<file path="src/rtl/seq_table_ctrl.sv">
// Table-driven state sequencer: {a,state}-indexed next-state/output table with a config port.
// Define SEQCTRL_DEFAULT_TABLE_EN to preload the built-in sequence table at power-up.
module seq_table_ctrl #(
    parameter int SW = 3,
    parameter int OW = 3,
    parameter int CW = 8,
    parameter logic [SW-1:0] INIT_STATE = SW'(2),
    parameter logic [SW-1:0] HALT_STATE = SW'(1)
) (
    input  logic             clk,
    input  logic             reset,
    input  logic             cfg_we,
    input  logic [SW:0]      cfg_addr,
    input  logic [SW+OW-1:0] cfg_data,
    input  logic             start,
    input  logic             a_valid,
    input  logic             a,
    output logic             a_ready,
    output logic             y_valid,
    output logic [OW-1:0]    y,
    output logic [SW-1:0]    state,
    output logic [CW-1:0]    steps,
    output logic             busy,
    output logic             done,
    output logic             ovf,
    output logic             cfg_err
);

    localparam int DEPTH = 2 ** (SW + 1);
    // Step count one below the limit; an accept here saturates the counter and ends the run.
    localparam logic [CW-1:0] STEP_PRE = {{(CW-1){1'b1}}, 1'b0};

    typedef enum logic [1:0] {IDLE, RUN, DONE} ctrl_t;
    typedef logic [SW+OW-1:0] tbl_t [DEPTH];

`ifdef SEQCTRL_DEFAULT_TABLE_EN
    function automatic tbl_t default_table();
        tbl_t t;
        logic [SW-1:0] s, nx;
        logic ai;
        for (int i = 0; i < DEPTH; i++) begin
            s  = SW'(i);
            ai = i[SW];
            case (s)
                SW'(2):  nx = SW'(6);
                SW'(6):  nx = ai ? SW'(7) : SW'(5);
                SW'(5):  nx = SW'(4);
                SW'(4):  nx = ai ? SW'(6) : SW'(2);
                SW'(7):  nx = SW'(5);
                default: nx = SW'(2);
            endcase
            t[i] = {nx, OW'(nx)};
        end
        return t;
    endfunction

    tbl_t tbl = default_table();
`else
    tbl_t tbl;
`endif

    ctrl_t ctrl, ctrl_nx;
    logic accept, idle_or_done, ends_run;
    logic [SW+OW-1:0] entry;
    logic [SW-1:0] ent_next;
    logic [OW-1:0] ent_out;

    assign idle_or_done = (ctrl == IDLE) || (ctrl == DONE);
    assign a_ready      = (ctrl == RUN);
    assign busy         = (ctrl == RUN);
    assign done         = (ctrl == DONE);
    assign accept       = a_ready && a_valid;
    assign entry        = tbl[{a, state}];
    assign ent_next     = entry[SW+OW-1:OW];
    assign ent_out      = entry[OW-1:0];
    assign ends_run     = (ent_next == HALT_STATE) || (steps == STEP_PRE);

    always_comb begin
        ctrl_nx = ctrl;
        unique case (ctrl)
            IDLE:    if (start) ctrl_nx = RUN;
            RUN:     if (accept && ends_run) ctrl_nx = DONE;
            DONE:    if (start) ctrl_nx = RUN;
            default: ctrl_nx = IDLE;
        endcase
    end

    always_ff @(posedge clk or negedge reset) begin
        if (!reset) begin
            ctrl    <= IDLE;
            state   <= INIT_STATE;
            y       <= '0;
            y_valid <= 1'b0;
            steps   <= '0;
            ovf     <= 1'b0;
            cfg_err <= 1'b0;
        end else begin
            ctrl    <= ctrl_nx;
            y_valid <= accept;
            if (cfg_we && !idle_or_done)
                cfg_err <= 1'b1;
            if (idle_or_done && start) begin
                state <= INIT_STATE;
                steps <= '0;
                ovf   <= 1'b0;
            end else if (accept) begin
                state <= ent_next;
                y     <= ent_out;
                steps <= steps + 1'b1;
                if (steps == STEP_PRE)
                    ovf <= 1'b1;
            end
        end
    end

    // Table storage is deliberately outside the reset domain so contents survive reset.
    always_ff @(posedge clk) begin
        if (cfg_we && idle_or_done)
            tbl[cfg_addr] <= cfg_data;
    end

endmodule
</file>
<file path="config.mk">
export PLATFORM = sky130hd
export DESIGN_NAME = seq_table_ctrl
export DESIGN_NICKNAME = d
export VERILOG_FILES = /design/src/rtl/seq_table_ctrl.sv
export SDC_FILE = /design/constraint.sdc
export NUM_CORES = 1
export LEC_CHECK = 0
export CAP_MARGIN = 10
export CORE_MARGIN = 1
export CORE_UTILIZATION = 40
export DETAILED_ROUTE_END_ITERATION = 10
export PLACE_DENSITY = 0.62
export SLEW_MARGIN = 20
export SYNTH_ARGS = -nofsm -noshare
export SYNTH_HDL_FRONTEND = slang
export SYNTH_SLANG_ARGS = --single-unit
</file>
<file path="constraint.sdc">
create_clock -name clk -period 2.1 [get_ports clk]
set_input_delay 0.525 -clock clk [delete_from_list [all_inputs] [get_ports clk]]
set_output_delay 0.525 -clock clk [all_outputs]
set_load 0.02 [all_outputs]
</file>
==> results.py <==
metrics = {
    "cells_and_area": {
        "stdcell_area_mm2": 0.00602,
        "area_growth_pct": 31.9,
        "design.final.nets": 366,
        "drive_gt1_frac": 0.314,
        "insertedDiodeCount": 0,
    },
    "outcome": {
        "status": "complete, but fails checks",
        "violations": "negative setup slack",
    },
    "synth": {
        "ys_async_sr_fraction": 0.165,
        "ys.warnings.count": 0,
        "yosys-top-cells-area": "edfxtp_1 63%, mux4_2 13%, dfrtp_1 9.9%",
        "synth_edf_count": 96,
        "yosysTopAreaCellShare": 0.631,
        "synthesis.area_mm2": 0.00457,
        "yosys.cell_types.count": 33,
        "synthesis.nets": 274,
        "post_synth_inst_count": 256,
        "yosysTopAreaCell": "edfxtp_1",
        "yosysSeqAreaShare": 0.736,
        "synth_most_common_cell": "edfxtp_1",
        "syn_avg_cell_area_um2": 17.8,
        "synth-seq-cells": 115,
        "synth_ff_type": "edfxtp_1",
        "synth_commonest_cells": "96 x edfxtp_1, 26 x mux4_2, 23 x nand2_1, 23 x nor2_1, 18 x dfrtp_1",
    },
    "pwr": {
        "p_seq_frac": 0.369,
        "pwr-share-comb": 0.265,
        "clockPowerShare": 0.366,
        "p_int_mw": 5.38,
        "ir_worst_vdd_uv": 1020,
        "powerDensity_mw_per_mm2": 1230,
        "switching_power_mw": 2.05,
        "p_leak_nw": 2.19,
        "switching_share": 0.276,
        "finalPower_mw": 7.43,
    },
    "placed_design": {
        "placed_area_mm2": 0.00540,
        "gp_congestion": 0.756,
        "portBuffers": 35,
        "pre_cts_ws_ns": -0.169,
        "dp_hpwl_mm": 6.83,
    },
    "floorplanning": {
        "ios": 36,
        "die_y_um": 109,
        "core_mm2": 0.0110,
        "die_area_mm2": 0.0118,
        "rows": 38,
        "die_w_um": 109,
        "initial_core_util": 0.416,
    },
    "worst_setup_path": {
        "rrSetupSlack_ns": -0.02,
        "critical_path_arrival_ns": 2.39,
        "worstSetupPathType": "reg -> reg",
        "crit_path_max_fanout": 12,
        "crit_path_start_kind": "flop",
        "crit_path_end_kind": "flop",
        "required_ns": 2.38,
    },
    "sta": {
        "worst_pin_slew_ns": 0.670,
        "post-route-min-period_ns": 2.12,
        "finClkSkew_ns": 0.00904,
        "timing.final.setup_violations": 2,
        "finalCritPeriodShare": 1.01,
        "final_hold_viol_count": 0,
        "rsz0062_at_grt": "true",
        "setup_ws_ns": -0.0153,
        "relSlewSlack": 0.552,
        "timing.fmax_mhz": 473,
        "drv_slew": 0,
    },
    "detailed_routing": {
        "dr.pass1.iters": 4,
        "drtAntennaViolNets": 0,
        "met2_length_mm": 4.97,
        "routed_wl_mm": 9.86,
        "highest_layer": "met4",
        "m1WireLength_mm": 4.07,
        "avgRoutedWirePerCell_um": 19.7,
        "vias_per_cell": 5.22,
        "vias": 2608,
        "drt_iter0_markers": 186,
        "met3_length_um": 611,
        "route.detailed.drc": 0,
    },
    "worst_hold_path": {
        "worst_hold_path_type": "in -> async",
    },
    "clock_tree": {
        "htreeDepth": 4,
        "cts_num_sinks": 115,
        "clockRootBuffer": "clkbuf_16",
        "holdBufCountCts": 0,
        "clockBufferDepth": 2,
        "clock_latency_ns": 0.41,
        "cts_buffers": 17,
        "cts_tree": "done",
        "clk_pin_slew_ns": 0.06,
    },
    "global_routing": {
        "grt_max_degree": 17,
        "grt_usage": 0.189,
        "grt_overflow_total": 0,
        "grt_pass1_vias": 2702,
        "grt_pass1_wl_mm": 15.1,
        "antenna_found_initial": 0,
    },
    "run": {
        "cap_violations": 0,
    },
}
-- timing repair --
item / 4_1_cts / 5_1_grt
pin swaps: 0 / 1
gates resized for setup: 10 / 6
setup endpoints to repair: 10 / 3
setup buffers: 1 / 2
hold endpoints to repair: 0 / 0
cloned: 0 / 0
-- routing by layer --
metal  GRT usage  vias to the layer above
li1            -                     1189
met1       0.222                     1317
met2       0.305                       85
met3      0.0699                       17
met4      0.0927                        0
met5           0                        -
-- per-stage QoR --
step	TNS (ns)	hold slack (ns)	std cells	util
6_report	-0.0171	0.426	500	0.549
5_1_grt	-0.176	0.444	500	0.549
4_1_cts	-0.0603	0.425	498	0.545
3_5_place_dp	-4.21	0.450	466	0.491
3_3_place_gp	-3.89	0.443	466	0.491
2_1_floorplan	0	0.229	256	-
-- registers in the layout (all words and copies together), names as in the netlist --
name,count
y_valid,1
steps,8
ctrl,2
ovf,1
tbl,96
cfg_err,1
state,3
y,3
-- power groups by stage --
stage / sequential [mW] / clock (mW) / combinational (mW)
floorplan: 2.85 / 0 / 1.02
finish: 2.74 / 2.72 / 1.97
global placement: 2.77 / 0 / 1.88
global route: 2.77 / 2.88 / 2.11
CTS: 2.74 / 2.76 / 1.91
detailed placement: 2.78 / 0 / 1.89
-- critical path: stages, from the launching register on --
cell and delay, ns:
dfstp_2 0.55, buf_12 0.15, mux4_2 0.32, mux2_4 0.31
a221oi_4 0.33, and3_4 0.25, o41ai_2 0.07
-- layout by cell type (no fill, tap or decap), types with 2 or more instances in the layout --
cell,Yosys,layout
or3_1,3,3
nor2b_1,4,4
xor2_1,4,4
o21ai_0,5,5
nand2b_1,2,2
nor3_1,6,6
nand3_1,7,6
and3_1,3,2
edfxtp_1,96,96
a22oi_1,2,2
mux2i_1,2,2
buf_12,0,2
a21oi_1,2,2
inv_6,0,2
clkinv_2,0,3
clkinvlp_4,0,4
clkdlybuf4s50_1,0,29
nand2_1,23,22
bufinv_16,0,2
clkinv_1,1,3
inv_1,4,4
dlygate4sd2_1,0,6
mux4_2,26,26
nor2_1,23,23
buf_4,1,44
buf_6,2,2
ha_1,2,2
nand4_1,4,4
dfrtp_1,18,17
clkbuf_16,0,17
-- layout make-up --
cell class | count | area [µm²]
tap | 140 | 175
fill | 884 | 4960
multi-input combinational | 126 | 1170
timing repair buffer | 83 | 736
sequential | 115 | 3360
clock buffer | 17 | 425
clock inverter | 14 | 139
inverter | 5 | 18.8
-- path summary, 6_finish.rpt --
check	startpoint	to	depth (start not counted)
min reg2reg	cfg_err	cfg_err	1
max in group asynchronous	reset	state[0]	2
max reg2reg	state[1]	ctrl[0]	6
min	reset	y[0]	1
min in group clk	cfg_err	cfg_err	1
max	state[1]	ctrl[0]	6
-- kinds of logic (layout without fill, tap and decap cells) --
| kind of cell | after synthesis | in the layout | share of synthesized area |
|---|---|---|---|
| flip-flops | 115 | 115 | 0.736 |
| AO/OA/AOI/OAI | 15 | 15 | 0.0230 |
| adder cells (fa/ha/maj) | 2 | 2 | 0.00548 |
| multiplexers | 29 | 29 | 0.135 |
| AND/OR/NAND/NOR | 76 | 76 | 0.0759 |
| XOR/XNOR | 4 | 4 | 0.00767 |
| buffers and inverters | 15 | 119 | 0.0173 |
Note: power is estimated with default switching activity, not from simulation.
